==> config.mk <==
export PLATFORM = sky130hd
export DESIGN_NAME = lsd_frame_emitter_flat
export DESIGN_NICKNAME = d
export VERILOG_FILES = /design/src/rtl/lsd_frame_emitter_if.sv /design/src/rtl/lsd_frame_emitter.sv /design/src/flat_wrapper.sv
export SDC_FILE = /design/constraint.sdc
export NUM_CORES = 1
export LEC_CHECK = 0
export BUFFER_PORTS_ARGS = -buffer_cell sky130_fd_sc_hd__buf_2
export CAP_MARGIN = 20
export CORE_UTILIZATION = 40
export CTS_BUF_LIST = sky130_fd_sc_hd__clkbuf_4
export DETAILED_ROUTE_END_ITERATION = 7
export PLACE_DENSITY = 0.66
export SLEW_MARGIN = 10
export SYNTH_ARGS = -nofsm -noshare
export SYNTH_HDL_FRONTEND = slang
export SYNTH_SLANG_ARGS = --single-unit
==> constraint.sdc <==
create_clock -name wclk -period 5.7 [get_ports wclk]
set_input_delay 0.285 -clock wclk [delete_from_list [all_inputs] [get_ports wclk]]
set_output_delay 0.285 -clock wclk [all_outputs]
set_load 0.02 [all_outputs]
==> src/rtl/lsd_frame_emitter_if.sv <==
// Segment-descriptor stream: one line segment (two endpoints) per transfer,
// with a marker on the final segment of each frame. Transfer happens on a
// cycle where both s_valid and s_ready are high.
interface lsd_frame_emitter_if #(
  parameter int V_BITW = 9,
  parameter int H_BITW = 10
);
  logic              s_valid;
  logic              s_ready;
  logic              s_last;
  logic [V_BITW-1:0] s_start_v;
  logic [V_BITW-1:0] s_end_v;
  logic [H_BITW-1:0] s_start_h;
  logic [H_BITW-1:0] s_end_h;

  // Producer side drives the descriptor, consumer side returns ready.
  modport master (
    output s_valid, s_last, s_start_v, s_end_v, s_start_h, s_end_h,
    input  s_ready
  );

  modport slave (
    input  s_valid, s_last, s_start_v, s_end_v, s_start_h, s_end_h,
    output s_ready
  );
endinterface

==> src/rtl/lsd_frame_emitter.sv <==
// lsd_frame_emitter: buffers incoming line-segment descriptors in a small FIFO
// and replays them toward a line buffer as framed bursts. A frame opens only
// when the downstream buffer is not write-protected. Once open, a frame always
// runs to its last segment. Each frame is followed by a fixed idle gap, and the
// forwarded and dropped segment counts are reported when that gap ends.
module lsd_frame_emitter #(
  parameter int FRAME_HEIGHT = 480,
  parameter int FRAME_WIDTH  = 640,
  parameter int MAX_LINES    = 4096,
  parameter int FIFO_DEPTH   = 16,
  parameter int GAP_CYCLES   = 4,
  localparam int V_BITW   = $clog2(FRAME_HEIGHT),
  localparam int H_BITW   = $clog2(FRAME_WIDTH),
  localparam int CNT_BITW = $clog2(MAX_LINES) + 1
) (
  input  logic                wclk,
  input  logic                n_rst,
  lsd_frame_emitter_if.slave  s_if,
  input  logic                buf_protect,
  output logic                out_flag,
  output logic                out_valid,
  output logic [V_BITW-1:0]   out_start_v,
  output logic [V_BITW-1:0]   out_end_v,
  output logic [H_BITW-1:0]   out_start_h,
  output logic [H_BITW-1:0]   out_end_h,
  output logic                frame_done,
  output logic [CNT_BITW-1:0] line_count,
  output logic [CNT_BITW-1:0] drop_count
);

  // FIFO geometry: the pointers wrap naturally because the depth is a power of two.
  localparam int AW    = $clog2(FIFO_DEPTH);
  localparam int OCC_W = AW + 1;
  // Payload layout is {start_v, start_h, end_v, end_h}. A FIFO entry prepends s_last.
  localparam int PW    = 2 * V_BITW + 2 * H_BITW;
  localparam int EW    = PW + 1;
  // The gap counter counts down from GAP_CYCLES-1 to zero.
  localparam int GW    = (GAP_CYCLES > 1) ? $clog2(GAP_CYCLES) : 1;

  localparam logic [CNT_BITW-1:0] MAX_CNT  = CNT_BITW'(MAX_LINES);
  localparam logic [OCC_W-1:0]    FULL_OCC = OCC_W'(FIFO_DEPTH);
  localparam logic [GW-1:0]       GAP_LOAD = GW'(GAP_CYCLES - 1);

  typedef enum logic [1:0] {
    ST_IDLE   = 2'd0,
    ST_ACTIVE = 2'd1,
    ST_GAP    = 2'd2
  } state_t;

  // ---------------------------------------------------------------------------
  // Input FIFO
  // ---------------------------------------------------------------------------
  logic [EW-1:0]    r_mem [FIFO_DEPTH];
  logic [AW-1:0]    r_wr_ptr;
  logic [AW-1:0]    r_rd_ptr;
  logic [OCC_W-1:0] r_count;

  logic             w_full;
  logic             w_empty;
  logic             w_push;
  logic             w_pop;
  logic [EW-1:0]    w_push_data;
  logic [EW-1:0]    w_head;
  logic             w_head_last;
  logic [PW-1:0]    w_head_payload;

  assign w_full  = (r_count == FULL_OCC);
  assign w_empty = (r_count == '0);

  // Ready is held low while reset is applied, so nothing is accepted into a FIFO that is being flushed.
  assign s_if.s_ready = n_rst & ~w_full;
  assign w_push       = s_if.s_valid & s_if.s_ready;

  assign w_push_data = {s_if.s_last, s_if.s_start_v, s_if.s_start_h,
                        s_if.s_end_v, s_if.s_end_h};

  // The head is read asynchronously. It is captured into the output registers on the same edge that pops it.
  assign w_head         = r_mem[r_rd_ptr];
  assign w_head_last    = w_head[EW-1];
  assign w_head_payload = w_head[PW-1:0];

  // FIFO storage write; stale contents are harmless because the pointers define which entries are valid
  always_ff @(posedge wclk) begin
    if (w_push) begin
      r_mem[r_wr_ptr] <= w_push_data;
    end
  end

  // FIFO pointers and occupancy; a simultaneous push and pop leaves the occupancy unchanged
  always_ff @(posedge wclk) begin
    if (!n_rst) begin
      r_wr_ptr <= '0;
      r_rd_ptr <= '0;
      r_count  <= '0;
    end else begin
      if (w_push) begin
        r_wr_ptr <= r_wr_ptr + AW'(1);
      end
      if (w_pop) begin
        r_rd_ptr <= r_rd_ptr + AW'(1);
      end
      case ({w_push, w_pop})
        2'b10:   r_count <= r_count + OCC_W'(1);
        2'b01:   r_count <= r_count - OCC_W'(1);
        default: r_count <= r_count;
      endcase
    end
  end

  // ---------------------------------------------------------------------------
  // Frame sequencer and output registers
  // ---------------------------------------------------------------------------
  state_t              r_state;
  state_t              w_state_next;

  logic                r_flag;
  logic                r_valid;
  logic [PW-1:0]       r_payload;
  logic [CNT_BITW-1:0] r_fwd_cnt;
  logic [CNT_BITW-1:0] r_drp_cnt;
  logic [GW-1:0]       r_gap_cnt;
  logic                r_done;
  logic [CNT_BITW-1:0] r_line_count;
  logic [CNT_BITW-1:0] r_drop_count;

  logic                w_flag_next;
  logic                w_valid_next;
  logic [PW-1:0]       w_payload_next;
  logic [CNT_BITW-1:0] w_fwd_next;
  logic [CNT_BITW-1:0] w_drp_next;
  logic [GW-1:0]       w_gap_next;
  logic                w_done_next;
  logic [CNT_BITW-1:0] w_line_next;
  logic [CNT_BITW-1:0] w_drop_next;

  // FSM state register
  always_ff @(posedge wclk) begin
    if (!n_rst) begin
      r_state <= ST_IDLE;
    end else begin
      r_state <= w_state_next;
    end
  end

  // Next-state logic plus the next values of every registered output and per-frame counter
  always_comb begin
    w_state_next   = r_state;
    w_pop          = 1'b0;
    w_flag_next    = r_flag;
    w_valid_next   = 1'b0;
    w_payload_next = r_payload;
    w_fwd_next     = r_fwd_cnt;
    w_drp_next     = r_drp_cnt;
    w_gap_next     = r_gap_cnt;
    w_done_next    = 1'b0;
    w_line_next    = r_line_count;
    w_drop_next    = r_drop_count;

    case (r_state)
      ST_IDLE: begin
        // A frame opens only when data is waiting and the buffer is writable.
        if (!w_empty && !buf_protect) begin
          w_state_next = ST_ACTIVE;
          w_flag_next  = 1'b1;
          w_fwd_next   = '0;
          w_drp_next   = '0;
        end
      end

      ST_ACTIVE: begin
        // buf_protect is deliberately ignored here, so an open frame always completes.
        // An empty FIFO is a bubble: the flag stays high and the output is not valid.
        if (!w_empty) begin
          w_pop = 1'b1;
          if (r_fwd_cnt < MAX_CNT) begin
            w_valid_next   = 1'b1;
            w_payload_next = w_head_payload;
            w_fwd_next     = r_fwd_cnt + CNT_BITW'(1);
          end else if (r_drp_cnt != '1) begin
            w_drp_next = r_drp_cnt + CNT_BITW'(1);
          end
          if (w_head_last) begin
            w_state_next = ST_GAP;
            w_gap_next   = GAP_LOAD;
          end
        end
      end

      ST_GAP: begin
        // The flag drops one cycle into the gap, so it still covers the final beat.
        // The low time includes the idle cycle before a following frame, giving exactly GAP_CYCLES low cycles.
        w_flag_next = 1'b0;
        if (r_gap_cnt == '0) begin
          w_state_next = ST_IDLE;
          w_line_next  = r_fwd_cnt;
          w_drop_next  = r_drp_cnt;
          w_done_next  = 1'b1;
        end else begin
          w_gap_next = r_gap_cnt - GW'(1);
        end
      end

      default: begin
        w_state_next = ST_IDLE;
        w_flag_next  = 1'b0;
      end
    endcase
  end

  // Output and counter registers; reset clears everything, including a frame in progress
  always_ff @(posedge wclk) begin
    if (!n_rst) begin
      r_flag       <= 1'b0;
      r_valid      <= 1'b0;
      r_payload    <= '0;
      r_fwd_cnt    <= '0;
      r_drp_cnt    <= '0;
      r_gap_cnt    <= '0;
      r_done       <= 1'b0;
      r_line_count <= '0;
      r_drop_count <= '0;
    end else begin
      r_flag       <= w_flag_next;
      r_valid      <= w_valid_next;
      r_payload    <= w_payload_next;
      r_fwd_cnt    <= w_fwd_next;
      r_drp_cnt    <= w_drp_next;
      r_gap_cnt    <= w_gap_next;
      r_done       <= w_done_next;
      r_line_count <= w_line_next;
      r_drop_count <= w_drop_next;
    end
  end

  assign out_flag    = r_flag;
  assign out_valid   = r_valid;
  assign out_start_v = r_payload[PW-1 -: V_BITW];
  assign out_start_h = r_payload[PW-V_BITW-1 -: H_BITW];
  assign out_end_v   = r_payload[V_BITW+H_BITW-1 -: V_BITW];
  assign out_end_h   = r_payload[H_BITW-1:0];
  assign frame_done  = r_done;
  assign line_count  = r_line_count;
  assign drop_count  = r_drop_count;

endmodule

==> src/flat_wrapper.sv <==
// flat-port wrapper written by rule: the top's interface ports become plain ports
module lsd_frame_emitter_flat 
#(
  parameter int FRAME_HEIGHT = 480,
  parameter int FRAME_WIDTH  = 640,
  parameter int MAX_LINES    = 4096,
  parameter int FIFO_DEPTH   = 16,
  parameter int GAP_CYCLES   = 4,
  localparam int V_BITW   = $clog2(FRAME_HEIGHT),
  localparam int H_BITW   = $clog2(FRAME_WIDTH),
  localparam int CNT_BITW = $clog2(MAX_LINES) + 1
)
  (wclk, n_rst, buf_protect, out_flag, out_valid, out_start_v, out_end_v, out_start_h, out_end_h, frame_done, line_count, drop_count, s_if_s_valid, s_if_s_last, s_if_s_start_v, s_if_s_end_v, s_if_s_start_h, s_if_s_end_h, s_if_s_ready);
  lsd_frame_emitter_if #(.V_BITW(9), .H_BITW(10)) s_if_i ();
  input  logic wclk;
  input  logic n_rst;
  input  logic buf_protect;
  output logic out_flag;
  output logic out_valid;
  output logic [V_BITW-1:0] out_start_v;
  output logic [V_BITW-1:0] out_end_v;
  output logic [H_BITW-1:0] out_start_h;
  output logic [H_BITW-1:0] out_end_h;
  output logic frame_done;
  output logic [CNT_BITW-1:0] line_count;
  output logic [CNT_BITW-1:0] drop_count;
  input wire logic [$bits(s_if_i.s_valid)-1:0] s_if_s_valid;
  input wire logic [$bits(s_if_i.s_last)-1:0] s_if_s_last;
  input wire logic [$bits(s_if_i.s_start_v)-1:0] s_if_s_start_v;
  input wire logic [$bits(s_if_i.s_end_v)-1:0] s_if_s_end_v;
  input wire logic [$bits(s_if_i.s_start_h)-1:0] s_if_s_start_h;
  input wire logic [$bits(s_if_i.s_end_h)-1:0] s_if_s_end_h;
  output wire logic [$bits(s_if_i.s_ready)-1:0] s_if_s_ready;
  assign s_if_i.s_valid = s_if_s_valid;
  assign s_if_i.s_last = s_if_s_last;
  assign s_if_i.s_start_v = s_if_s_start_v;
  assign s_if_i.s_end_v = s_if_s_end_v;
  assign s_if_i.s_start_h = s_if_s_start_h;
  assign s_if_i.s_end_h = s_if_s_end_h;
  assign s_if_s_ready = s_if_i.s_ready;
  lsd_frame_emitter #(.FRAME_HEIGHT(FRAME_HEIGHT), .FRAME_WIDTH(FRAME_WIDTH), .MAX_LINES(MAX_LINES), .FIFO_DEPTH(FIFO_DEPTH), .GAP_CYCLES(GAP_CYCLES)) u_core (.wclk(wclk), .n_rst(n_rst), .s_if(s_if_i), .buf_protect(buf_protect), .out_flag(out_flag), .out_valid(out_valid), .out_start_v(out_start_v), .out_end_v(out_end_v), .out_start_h(out_start_h), .out_end_h(out_end_h), .frame_done(frame_done), .line_count(line_count), .drop_count(drop_count));
endmodule
# After elaboration in Yosys (flattened, before gate mapping)
# Memories as Yosys holds them, arrays and structs flattened. A register that Yosys moved wholly into a read port is not among the register bits.
# Index checks and enable logic that the tools add are counted.
# word_totals
word_cells	88
ramBits	624
in_bits	43
memories	1
ff_bits	110
output_inout_bits	68
# mem_list
name	words	width	rd	rd_clocked_by_memory_dff	write_ports	line_no	text
u_core.r_mem	16	39	1	1	1	lsd_frame_emitter.sv:53	logic [EW-1:0] r_mem [FIFO_DEPTH];
# op_classes
eq_ne	14
bitwise	6
n_addsub	7
n_lt_le_gt_ge	1
n_mux	28
reduce_logical	18
# ops
op	n
2-to-1 mux 13 bit	6
case mux 13 bit (2 select lines)	2
adder 13 x 1 -> 13 bit, second input constant	2
2-to-1 mux 2 bit	7
< comparator 13 bit, second input constant	1
inequality test 13 bit, second input constant	1
AND reduction 4 bit	3
inequality test 2 x 1 -> 1 bit, second input constant	5
case mux 5 bit (2 select lines)	1
adder 4 x 1 -> 4 bit, second input constant	2
2-to-1 mux 4 bit	2
2-to-1 mux 1 bit	7
inequality test 2 bit, second input constant	3
case mux 2 bit (3 select lines)	1
AND reduction 2 bit	3
nonzero test 2 bit	3
adder 5 x 1 -> 5 bit, second input constant	1
== test 5 bit, second input constant	1
logical NOT 5 bit	1
AND reduction 5 bit	1
subtractor 5 x 1 -> 5 bit, second input constant	1
== test 2 x 1 -> 1 bit, second input constant	2
== test 2 bit, second input constant	2
logical NOT 2 bit	2
other kinds (9)	14

# Longest topological paths before layout
# Gate-level depths: netlist of the first run.
# logic_depth
depth_word	6
depth_mapped	14
mapped_depth_nobuf	11

# Worst setup path before layout of the first run
# Ideal clock, no wire load.
# synth_path
path_kind	reg2reg
from	reg u_core.r_count[2]
to	mem u_core.r_mem[3][0] (netlist bit) (enable)
setup_time_ns	0.484
synth_period_minus_slack_ns	4.272
setup_slack_ns	1.428
arrival_time_ns	3.789
path_buffers	3
stages_incl_launch_ff	8
t_required_ns	5.216
path_cell_list	dfxtp_1 > buf_2 > or4_4 > buf_6 > o211a_1 > buf_2 > nand2_1 > nor3_1
# synth_via
elab_chain_cells	6
# synth_lines
item	line_no	text
start, declared	lsd_frame_emitter.sv:56	logic [OCC_W-1:0] r_count;
start signal, assigned	lsd_frame_emitter.sv:103	2'b10: r_count <= r_count + OCC_W'(1);
start signal, assigned	lsd_frame_emitter.sv:104	2'b01: r_count <= r_count - OCC_W'(1);
start signal, assigned	lsd_frame_emitter.sv:105	default: r_count <= r_count;
== test 5 bit	lsd_frame_emitter.sv:67	assign w_full = (r_count == FULL_OCC);
NOT 1 bit	lsd_frame_emitter.sv:71	assign s_if.s_ready = n_rst & ~w_full;
bitwise AND 1 bit	lsd_frame_emitter.sv:71	
bitwise AND 1 bit	lsd_frame_emitter.sv:72	assign w_push = s_if.s_valid & s_if.s_ready;
2-to-1 mux 1 bit	lsd_frame_emitter.sv:84	if (w_push) begin
2-to-1 mux 1 bit (implied by the code)	lsd_frame_emitter.sv:85	r_mem[r_wr_ptr] <= w_push_data;
end, declared	lsd_frame_emitter.sv:53	
# Every way passes these cells.

# Final worst setup path of the first run
# layout_path
from	reg u_core.r_count[1]
to	reg u_core.r_count[4]
# layout_via
elab_chain_cells	6
elab_cells_between_ends	13
classes_between	2 x add/sub; 3 x eq/ne; 3 x mux; 3 x bitwise; 2 x reduce/logical
# layout_lines
item	line_no	text
== test 5 bit	lsd_frame_emitter.sv:67	
NOT 1 bit	lsd_frame_emitter.sv:71	
bitwise AND 1 bit	lsd_frame_emitter.sv:71	
bitwise AND 1 bit	lsd_frame_emitter.sv:72	
== test 2 x 1 -> 1 bit or == test 2 bit (tied branches)	lsd_frame_emitter.sv:102	case ({w_push, w_pop})
case mux 5 bit (2 select lines) or nonzero test 2 bit (tied branches)	n/a	
# Parallel ways exist; a longest one is shown, timed or not.
# A chain may end at the register's enable or synchronous reset.

==> impl_metrics.env, run 1 <==
export IMPL_status="completed"
export IMPL_worstReg2RegEnd="u_core.r_count[4]"
export IMPL_critPathRequiredTime_ns=6.60
export IMPL_tightest_slew_ns=1.108
export IMPL_synth_compound_area_frac=0.05000
export IMPL_dieHeight_um=266.1
export IMPL_synth_area_per_cell_sq_um=19.07
export IMPL_crit_path_max_fanout=9
export IMPL_rows=96
export IMPL_clock_sinks=738
export IMPL_synth_cell_type_count=52
export IMPL_place_gp_congestion=0.7636
export IMPL_worstSetupPathType="register to register"
export IMPL_grt_max_degree=80
export IMPL_drv_cap=0
export IMPL_worstHoldEndpoint="u_core.r_mem[4][31]"
export IMPL_finalSetupViolCount=0
export IMPL_max_freq_ghz=0.3136
export IMPL_synth_mux_area_frac=0.1259
export IMPL_min_path_type="primary input to register"
export IMPL_synth_top_area_share=0.6716
export IMPL_min_from="s_if_s_start_v[2]"
export IMPL_die_area_sq_um=70810
export IMPL_first_pass_iters=7
export IMPL_wl_per_cell_um=21.43
export IMPL_drtIter0Drc=1225
export IMPL_synth_edf_count=624
export IMPL_ys_seq_area_frac=0.7534
export IMPL_crit_path_end_kind="register"
export IMPL_slew_viol_final=0
export IMPL_rsz0062_at_grt="no"
export IMPL_p_per_area_nw_per_um2=330.7
export IMPL_cts_clk_slew_worst_paths_ns=0.07
export IMPL_synth_xor_area_frac=0.009732
export IMPL_grt_pass1_wl_um=92230
export IMPL_layout_drive_gt1_share=0.3309
export IMPL_yosys_area_share_adder=0.005382
export IMPL_min_delay_path_depth=2
export IMPL_io_buffers=110
export IMPL_viasPerCell=5.259
export IMPL_clock_skew_ns=0.06924
export IMPL_antenna_left=0
export IMPL_clk_latency_ns=1.05
export IMPL_place_hpwl_um=32560
export IMPL_gr_total_overflow=0
export IMPL_r2r_start="u_core.r_count[1]"
export IMPL_boundaryPins=111
export IMPL_synth_flop_cell="edfxtp_1"
export IMPL_floorplan_initialDensity=0.4054
export IMPL_leakage_nw=10.63
export IMPL_cts_resized=0
export IMPL_area_growth_pct=16.83
export IMPL_finalCritPeriodShare=0.5594
export IMPL_cts_buffers=180
export IMPL_cts_tree="built"
export IMPL_period_needed_ns=3.189
export IMPL_synthArstFlopShare=0
export IMPL_yosysWarningCount=0
export IMPL_htreeDepth=4
export IMPL_synth_most_common_cell="edfxtp_1"
export IMPL_wirelength_um=60720
export IMPL_r2r_slack_ns=2.51
export IMPL_tns_ns=0
export IMPL_clock_tree_buffer_depth=3
export IMPL_hold_viol_final=0
export IMPL_synth_top_family_by_area="multiplexers"
export IMPL_finalNetCount=1803
export IMPL_synth_area_leaders="edfxtp_1 (67%), mux4_2 (12%), dfxtp_1 (8.2%)"
export IMPL_crit_arrival_ns=4.08
export IMPL_crit_path_start_kind="register"
export IMPL_core_sq_um=68830
export IMPL_yosys_area_top_type="edfxtp_1"
export IMPL_relSlewSlack=0.2594
export IMPL_synth_common_cells="edfxtp_1 (624), mux4_2 (152), nand2_1 (115)"
export IMPL_ys_ff_latch=738
export IMPL_reg2regPathDepth=11
export IMPL_syn_nets=1518
export IMPL_synth_cells=1463
export IMPL_drc=0
export IMPL_finalPower_mw=10.78
export IMPL_die_w_um=266.1
export IMPL_dr_total_vias=14900
export IMPL_gr_usage_all_layers=0.1752
export IMPL_antenna_found_initial=2
export IMPL_root_buffer="clkbuf_4"
export IMPL_grt_pass1_vias=15600
export IMPL_netlist_area_sq_um=27900
export IMPL_peakVddDrop_uv=216.9
export IMPL_synth_simple_area_share=0.04045
[flip-flops by register name, indices dropped and copies added (netlist names), named ones only]
| signal | flops |
|---|---|
| u_core.r_mem | 624 |
| u_core.out_valid | 1 |
| u_core.r_payload | 38 |
| u_core.drop_count | 13 |
| u_core.r_fwd_cnt | 13 |
| u_core.r_wr_ptr | 4 |
| u_core.frame_done | 1 |
| u_core.r_drp_cnt | 13 |
| u_core.out_flag | 1 |
| u_core.r_gap_cnt | 2 |
| u_core.line_count | 13 |
| u_core.r_state | 2 |
| u_core.r_count | 5 |
| u_core.r_rd_ptr | 4 |
[per-layer routing]
layer,vias to the layer above,track usage,share of wire
li1,6620,-,-
met4,0,0.06493,0.020
met1,7636,0.2279,0.43
met2,544,0.2847,0.49
met3,99,0.04362,0.064
met5,-,0,0
[how the worst max path moves through the flow]
stage | from | to | slack [ns] | depth (start not counted)
final | u_core.r_count[1] | u_core.r_count[4] | 2.51 | 11
after global routing | u_core.r_count[1] | u_core.r_count[4] | 2.33 | 11
after CTS | u_core.r_count[1] | u_core.r_count[4] | 2.50 | 11
after detailed placement | n_rst | u_core.r_mem[5][6] | 2.33 | 5
after global placement | n_rst | u_core.r_mem[5][8] | 2.46 | 5
after floorplan | u_core.r_count[2] | u_core.r_mem[3][0] | 1.43 | 7
[layout by cell type, fill, tap and decap left out, types with 4 or more instances in the layout]
cell type | synthesis | final
clkbuf_4 | 0 | 281
a21oi_1 | 6 | 6
inv_6 | 0 | 4
diode_2 | 0 | 7
nor2_1 | 48 | 35
nor4_1 | 8 | 8
and2_1 | 12 | 11
nand2_1 | 115 | 115
buf_4 | 2 | 29
a22o_1 | 38 | 38
nor2b_1 | 7 | 5
clkinv_1 | 0 | 29
inv_1 | 12 | 12
edfxtp_1 | 624 | 624
dfxtp_1 | 114 | 112
a21boi_0 | 32 | 32
xor2_1 | 4 | 4
dlygate4sd3_1 | 0 | 43
nand3_1 | 13 | 13
a22oi_1 | 79 | 79
nor2_4 | 0 | 13
nand4_1 | 9 | 9
xnor2_1 | 27 | 27
mux4_2 | 152 | 152
nor3_1 | 15 | 11
clkinv_8 | 0 | 4
ha_1 | 12 | 12
buf_2 | 21 | 110
nand2b_1 | 7 | 7
clkinv_2 | 0 | 5
nor3_2 | 0 | 4
o21ai_0 | 5 | 5
mux2i_1 | 9 | 9
[worst max-delay path, cell delays in order, from the launching register on]
cell and delay, ns:
dfxtp_1 0.39, or4_4 0.60, o211a_1 0.36, inv_1 0.14, ha_1 0.31, xor2_1 0.11, ha_1 0.22, a211o_1 0.27
a211o_1 0.29, a31oi_1 0.17, xnor2_1 0.08, and2_1 0.15
[what timing repair did]
| action | CTS | global route |
|---|---|---|
| endpoints found under the hold margin | 699 | 0 |
| setup buffers | 0 | 0 |
| hold buffers | 43 | 0 |
[cell type report]
| type | count | area (sq um) |
|---|---|---|
| clock inverters | 48 | 330.3 |
| inverters | 12 | 45.04 |
| well taps | 931 | 1165 |
| multi-input cells | 630 | 6606 |
| clock buffers | 281 | 2110 |
| diodes | 7 | 17.52 |
| flip-flops and latches | 738 | 21030 |
| repair buffers | 186 | 1294 |
| fillers | 5746 | 36230 |
[power by group]
part | internal (mW) | switching, mW
Combinational | 0.158 | 0.219
Sequential | 5.88 | 0.0282
Clock | 2.36 | 2.13
Total | 8.40 | 2.38
[cell families (layout without fill, tap and decap cells)]
| logic type | Yosys count | in the layout |
|---|---|---|
| multiplexers | 161 | 161 |
| AND/OR/NAND/NOR | 247 | 247 |
| flip-flops | 738 | 738 |
| other | 0 | 7 |
| adder cells (fa/ha/maj) | 12 | 12 |
| buffers and inverters | 95 | 527 |
| XOR/XNOR | 31 | 31 |
| AO/OA/AOI/OAI | 179 | 179 |
[through the flow]
stage / hold WS, ns / area (sq um) / instances / worst slack, ns / utilization
floorplan: 0.3839 / 27900 / 1463 / 1.428 / -
global placement: 0.4528 / 29650 / 2452 / 2.459 / 0.4308
detailed placement: 0.4591 / 29650 / 2452 / 2.325 / 0.4308
CTS: 0.04064 / 32520 / 2824 / 2.501 / 0.4725
global route: 0.08818 / 32590 / 2832 / 2.329 / 0.4735
finish: 0.1606 / 32600 / 2833 / 2.511 / 0.4736
(Power assumes the default switching activity.)
==> inputs of run 2 (changes only) <==
--- a/config.mk
+++ b/config.mk
@@ -10,7 +10,7 @@
 export CORE_UTILIZATION = 40
 export CTS_BUF_LIST = sky130_fd_sc_hd__clkbuf_4
 export DETAILED_ROUTE_END_ITERATION = 7
-export PLACE_DENSITY = 0.66
+export PLACE_DENSITY = 0.68
 export SLEW_MARGIN = 10
 export SYNTH_ARGS = -nofsm -noshare
 export SYNTH_HDL_FRONTEND = slang
==> constraint.sdc (replaced) <==
create_clock -name wclk -period 2.7 [get_ports wclk]
set_input_delay 0.135 -clock wclk [delete_from_list [all_inputs] [get_ports wclk]]
set_output_delay 0.135 -clock wclk [all_outputs]
set_load 0.02 [all_outputs]
==> run 2 against run 1 <==
Critical path depth unchanged. Final cell count grew 3.2%. Critical path type unchanged. First-iteration DRC count decreased by 10%. Clock skew down 0.017 ns. Via count increased by 1.4%. Die area unchanged.
==> impl_metrics.env, run 2 (synthesized netlist as in run 1, its figures left out) <==
export IMPL_slew_viol_final=0
export IMPL_place_hpwl_um=35060
export IMPL_cts_clk_slew_worst_paths_ns=0.06
export IMPL_cts_buffers=182
export IMPL_fin_hold_ws_ns=0.1030
export IMPL_regMostFlops="u_core.r_mem"
export IMPL_hold_viol_final=0
export IMPL_min_path_type="primary input to register"
export IMPL_critPathMostFrequentCell="a211o_1"
export IMPL_clock_sinks=738
export IMPL_min_from="s_if_s_end_v[8]"
export IMPL_dieHeight_um=266.1
export IMPL_tns_ns=0
export IMPL_first_pass_iters=5
export IMPL_max_freq_ghz=0.3777
export IMPL_status="completed"
export IMPL_p_seq_frac=0.548
export IMPL_cts_tree="built"
export IMPL_largest_reg_flops=624
export IMPL_viasPerCell=5.167
export IMPL_dr_total_vias=15110
export IMPL_clock_tree_buffer_depth=3
export IMPL_worstSetupPathType="register to register"
export IMPL_finalSetupViolCount=0
export IMPL_area_growth_pct=20.43
export IMPL_cpMaxStageDelayCell="or4_4"
export IMPL_critical_path_max_stage_delay_ns=0.57
export IMPL_grt_pass1_vias=16160
export IMPL_floorplan_initialDensity=0.4054
export IMPL_antenna_found_initial=2
export IMPL_reg2regPathDepth=11
export IMPL_core_sq_um=68830
export IMPL_period_needed_ns=2.648
export IMPL_grtUsageMet3=0.04630
export IMPL_die_w_um=266.1
export IMPL_rsz0062_at_grt="yes"
export IMPL_gr_usage_all_layers=0.1788
export IMPL_place_gp_congestion=0.7773
export IMPL_boundaryPins=111
export IMPL_grt_max_degree=55
export IMPL_finalNetCount=1894
export IMPL_p_per_area_nw_per_um2=676.0
export IMPL_layout_drive_gt1_share=0.3422
export IMPL_n_fill_cell=5782
export IMPL_htreeDepth=4
export IMPL_postLayoutCellArea_sq_um=33600
export IMPL_setup_slack_ns=0.05230
export IMPL_leakage_nw=11.05
export IMPL_p_sw_mw=4.925
export IMPL_largestRegisters="u_core.r_mem: 624 flops, u_core.r_payload: 38 flops"
export IMPL_comb_power_share=0.041
export IMPL_gr_total_overflow=0
export IMPL_crit_path_start_kind="register"
export IMPL_worstHoldEndpoint="u_core.r_mem[0][18]"
export IMPL_crit_path_max_fanout=3
export IMPL_path_cells="or4_4 -> o21ai_4 -> inv_2 -> ha_4 -> xor2_1 -> ha_2 -> a211o_1 -> a211o_1 -> a31oi_2 -> xnor2_1 -> and2_1"
export IMPL_relSlewSlack=0.5743
export IMPL_critPathRequiredTime_ns=3.58
export IMPL_crit_path_end_kind="register"
export IMPL_layout_common_cells="edfxtp_1 (624), clkbuf_4 (287), mux4_2 (152), nand2_1 (115), dfxtp_1 (111)"
export IMPL_finalCritPeriodShare=0.9806
export IMPL_r2r_start="u_core.r_count[2]"
export IMPL_worstReg2RegEnd="u_core.r_count[4]"
export IMPL_grt_pass1_wl_um=94590
export IMPL_busiest_layer="met2"
export IMPL_gr_usage_met2=0.2965
export IMPL_power_frac_clock=0.410
export IMPL_dpl_worst_slack_ns=0.03419
export IMPL_antenna_left=0
export IMPL_io_buffers=110
export IMPL_crit_arrival_ns=3.53
export IMPL_final_common_cell="edfxtp_1"
export IMPL_use_met1=0.2280
export IMPL_dpl_cell_area_sq_um=30290
export IMPL_r2r_slack_ns=0.05
export IMPL_drv_cap=0
export IMPL_drc=0
export IMPL_peakVddDrop_uv=369.0
export IMPL_rows=96
export IMPL_tightest_slew_ns=0.6386
export IMPL_min_delay_path_depth=2
export IMPL_p_sw_frac=0.2169
export IMPL_wl_per_cell_um=20.94
export IMPL_root_buffer="clkbuf_4"
export IMPL_clock_skew_ns=0.05181
export IMPL_die_area_sq_um=70810
export IMPL_drtIter0Drc=1100
export IMPL_wirelength_um=61260
export IMPL_finalPower_mw=22.71
export IMPL_clk_latency_ns=1.02
export IMPL_p_int_mw=17.79
-- run 2: critical path: cells and delay by family, from the launching register on --
family	cells	cell delay, ns
AOI/OAI and AO/OA	4	0.85
xor gates and xnor gates	2	0.25
adders and majority gates	2	0.35
buffers and inverters	1	0.07
DFF	1	0.32
and+or+nand+nor	2	0.72
-- run 2: repair_timing --
| action | 4_1_cts | 5_1_grt |
|---|---|---|
| hold buffers | 86 | 0 |
| resized for setup | 0 | 3 |
| buffers inserted | 0 | 1 |
| endpoints found under the hold margin | 699 | 0 |
| endpoints found under the setup margin | 0 | 1 |
-- run 2: worst max path at each step --
stage                                  from                   to  slack (ns)  cells past startpoint
after global placement    u_core.r_count[0]    u_core.r_count[4]        0.04                     11
after CTS                 u_core.r_count[0]    u_core.r_count[4]        0.03                     11
final                     u_core.r_count[2]    u_core.r_count[4]        0.05                     11
after floorplan           u_core.r_count[1]  u_core.r_mem[11][0]       -0.48                      7
after detailed placement  u_core.r_count[0]    u_core.r_count[4]        0.03                     11
after global routing      u_core.r_count[2]    u_core.r_count[4]       -0.09                     11
-- run 2: metal layers --
metal  part of all wire  routed length [um]  vias up
li1                   -                   -     6813
met1               0.42               25820     7747
met2               0.50               30740      477
met3              0.060                3674       76
met4              0.017                1015        0
met5                  0                   0        -
-- run 2: cell type report --
type	count	area, sq um	share of cell area
clock buffers	287	2155	0.06413
diodes	4	10.01	0.0002979
clock inverters	48	251.5	0.007485
inverters	12	47.55	0.001415
flip-flops and latches	738	21030	0.6259
multi-input cells	630	6674	0.1986
well taps	931	1165	0.03467
repair buffers	275	2267	0.06748
-- run 2: metrics by stage --
step / utilization / instances
floorplan: - / 1463
global placement: 0.4402 / 2499
detailed placement: 0.4402 / 2499
CTS: 0.4876 / 2920
global route: 0.4881 / 2924
finish: 0.4882 / 2925
-- run 2: power by group through the flow --
stage / registers [mW] / logic [mW] / clock network (mW)
floorplan: 12.7 / 0.483 / 0
global placement: 12.7 / 0.818 / 0
detailed placement: 12.7 / 0.842 / 0
CTS: 12.5 / 0.953 / 9.58
global route: 12.5 / 1.03 / 10.2
finish: 12.5 / 0.941 / 9.31
==> inputs of run 3 (changes only) <==
--- a/config.mk
+++ b/config.mk
@@ -7,6 +7,7 @@
 export LEC_CHECK = 0
 export BUFFER_PORTS_ARGS = -buffer_cell sky130_fd_sc_hd__buf_2
 export CAP_MARGIN = 20
+export CORE_ASPECT_RATIO = 1.2
 export CORE_UTILIZATION = 40
 export CTS_BUF_LIST = sky130_fd_sc_hd__clkbuf_4
 export DETAILED_ROUTE_END_ITERATION = 7
==> run 3 against run 2 <==
Sequential cell count did not move. Critical path depth did not move. Routed wire length rose by 2.0%. Highest routed layer unchanged.
==> impl_metrics.env, run 3 (synthesized netlist as in run 1, its figures left out) <==
export IMPL_grt_pass1_wl_um=95790
export IMPL_wl_met2_um=33410
export IMPL_grt_max_degree=55
export IMPL_worstHoldEndpoint="u_core.r_mem[11][8]"
export IMPL_critPathRequiredTime_ns=3.59
export IMPL_drv_cap=0
export IMPL_r2r_slack_ns=0.09
export IMPL_gr_total_overflow=0
export IMPL_cpMaxStageDelayCell="or4_4"
export IMPL_crit_path_start_kind="register"
export IMPL_worstSetupPathType="register to register"
export IMPL_die_area_sq_um=70810
export IMPL_dr_total_vias=15120
export IMPL_tightest_slew_ns=0.6786
export IMPL_leakage_nw=10.95
export IMPL_clock_tree_buffer_depth=3
export IMPL_die_w_um=243.1
export IMPL_cts_setup_buffers=0
export IMPL_slew_viol_final=0
export IMPL_regMostFlops="u_core.r_mem"
export IMPL_cts_clk_slew_worst_paths_ns=0.06
export IMPL_antenna_left=0
export IMPL_rows=105
export IMPL_floorplan_initialDensity=0.4060
export IMPL_place_gp_congestion=0.7741
export IMPL_boundaryPins=111
export IMPL_max_freq_ghz=0.3831
export IMPL_clock_skew_ns=0.05924
export IMPL_io_buffers=110
export IMPL_finalSetupViolCount=0
export IMPL_met3_length_um=3467
export IMPL_finalNetCount=1878
export IMPL_layout_area_seq_sq_um=21030
export IMPL_place_hpwl_um=36150
export IMPL_core_sq_um=68710
export IMPL_clock_sinks=738
export IMPL_dpl_worst_slack_ns=0.04855
export IMPL_multi_input_comb_area_sq_um=6666
export IMPL_final_common_cell="edfxtp_1"
export IMPL_n_fill_cell=5650
export IMPL_status="completed"
export IMPL_crit_path_end_kind="register"
export IMPL_tns_ns=0
export IMPL_critPathMostFrequentCell="a211o_1"
export IMPL_r2r_start="u_core.r_count[0]"
export IMPL_wl_per_cell_um=21.64
export IMPL_layout_common_cells="edfxtp_1 (624), clkbuf_4 (253), mux4_2 (152), nand2_1 (115), dfxtp_1 (111)"
export IMPL_area_growth_pct=19.67
export IMPL_antenna_found_initial=2
export IMPL_p_per_area_nw_per_um2=674.4
export IMPL_cts_buffers=174
export IMPL_dieHeight_um=291.3
export IMPL_layout_drive_gt1_share=0.3320
export IMPL_htreeDepth=4
export IMPL_drc=0
export IMPL_reg2regPathDepth=11
export IMPL_gr_usage_all_layers=0.1806
export IMPL_crit_path_max_fanout=3
export IMPL_drtIter0Drc=1134
export IMPL_largest_reg_flops=624
export IMPL_first_pass_iters=5
export IMPL_peakVddDrop_uv=397.0
export IMPL_setup_slack_ns=0.08999
export IMPL_largestRegisters="u_core.r_mem: 624 flops, u_core.r_payload: 38 flops"
export IMPL_crit_arrival_ns=3.50
export IMPL_met1Wirelength_um=24440
export IMPL_grt_pass1_vias=16200
export IMPL_min_from="s_if_s_end_h[8]"
export IMPL_highest_layer="met4"
export IMPL_path_cells="or4_4 -> o211a_1 -> inv_4 -> ha_4 -> xor2_1 -> ha_2 -> a211o_1 -> a211o_1 -> a31oi_2 -> xnor2_1 -> and2_1"
export IMPL_finalCritPeriodShare=0.9667
export IMPL_rsz0062_at_grt="yes"
export IMPL_min_path_type="primary input to register"
export IMPL_viasPerCell=5.240
export IMPL_min_delay_path_depth=2
export IMPL_root_buffer="clkbuf_4"
export IMPL_period_needed_ns=2.610
export IMPL_clk_latency_ns=0.99
export IMPL_hold_viol_final=0
export IMPL_critical_path_max_stage_delay_ns=0.57
export IMPL_cts_tree="built"
export IMPL_relSlewSlack=0.5466
export IMPL_worstReg2RegEnd="u_core.r_count[4]"
export IMPL_wirelength_um=62460
run 3: cell count changes in the layout (fill, tap and decap cells not counted), sizes merged:
cell / before / now
inv: 19 / 17
clkinv: 38 / 60
clkinvlp: 2 / 4
clkbuf: 287 / 253
bufinv: 1 / 4
dlygate4sd3: 86 / 78
run 3: repair_timing:
action	CTS	global route
hold buffers	78	0
resized for setup	0	2
endpoints found under the hold margin	699	0
endpoints found under the setup margin	0	1
run 3: area by class of cell:
cell class / instances / share of cell area
antenna: 4 / 0.0002998
clock buffer: 253 / 0.05689
clock inverter: 73 / 0.01308
inverter: 12 / 0.001424
multi-input combinational: 630 / 0.1997
sequential: 738 / 0.6298
tap: 909 / 0.03406
timing repair buffer: 267 / 0.06476
run 3: how the worst max path moves through the flow:
stage | from | to | cells past startpoint
2_1_floorplan | u_core.r_count[1] | u_core.r_mem[11][0] | 7
3_3_place_gp | u_core.r_count[0] | u_core.r_count[4] | 11
3_5_place_dp | u_core.r_count[0] | u_core.r_count[4] | 11
4_1_cts | u_core.r_count[0] | u_core.r_count[4] | 11
5_1_grt | u_core.r_count[0] | u_core.r_count[4] | 11
6_report | u_core.r_count[0] | u_core.r_count[4] | 11
run 3: power breakdown:
part,switching (mW),leakage (nW),internal (mW)
clock network,4.37,1.36,4.75
logic,0.523,3.05,0.408
registers,0.0400,6.54,12.4
run 3: metrics by stage:
| stage | cells | area, sq um | hold WS, ns | power [mW] | util |
|---|---|---|---|---|---|
| after CTS | 2882 | 33370 | 0.0004168 | 22.83 | 0.4856 |
| after global placement | 2478 | 30250 | 0.4468 | 13.52 | 0.4402 |
| after global routing | 2886 | 33390 | 0.02336 | 23.49 | 0.4859 |
| after floorplan | 1463 | 27980 | 0.2339 | 13.20 | - |
| after detailed placement | 2478 | 30250 | 0.4551 | 13.55 | 0.4402 |
| final | 2886 | 33390 | 0.1127 | 22.52 | 0.4859 |
run 3: per-layer routing:
layer / global-route usage / vias up
met1: 0.2105 / 7785
met5: 0 / -
met3: 0.04518 / 79
met4: 0.06381 / 0
li1: - / 6788
met2: 0.3212 / 471
run 3: worst max-delay path: cells and delay by family (launching register included):
kind	cells	cell delay [ns]
AOI/OAI and AO/OA	4	0.97
and+or+nand+nor	2	0.72
DFF	1	0.31
adders and majority gates	2	0.31
xor gates and xnor gates	2	0.16
buffers and inverters	1	0.08
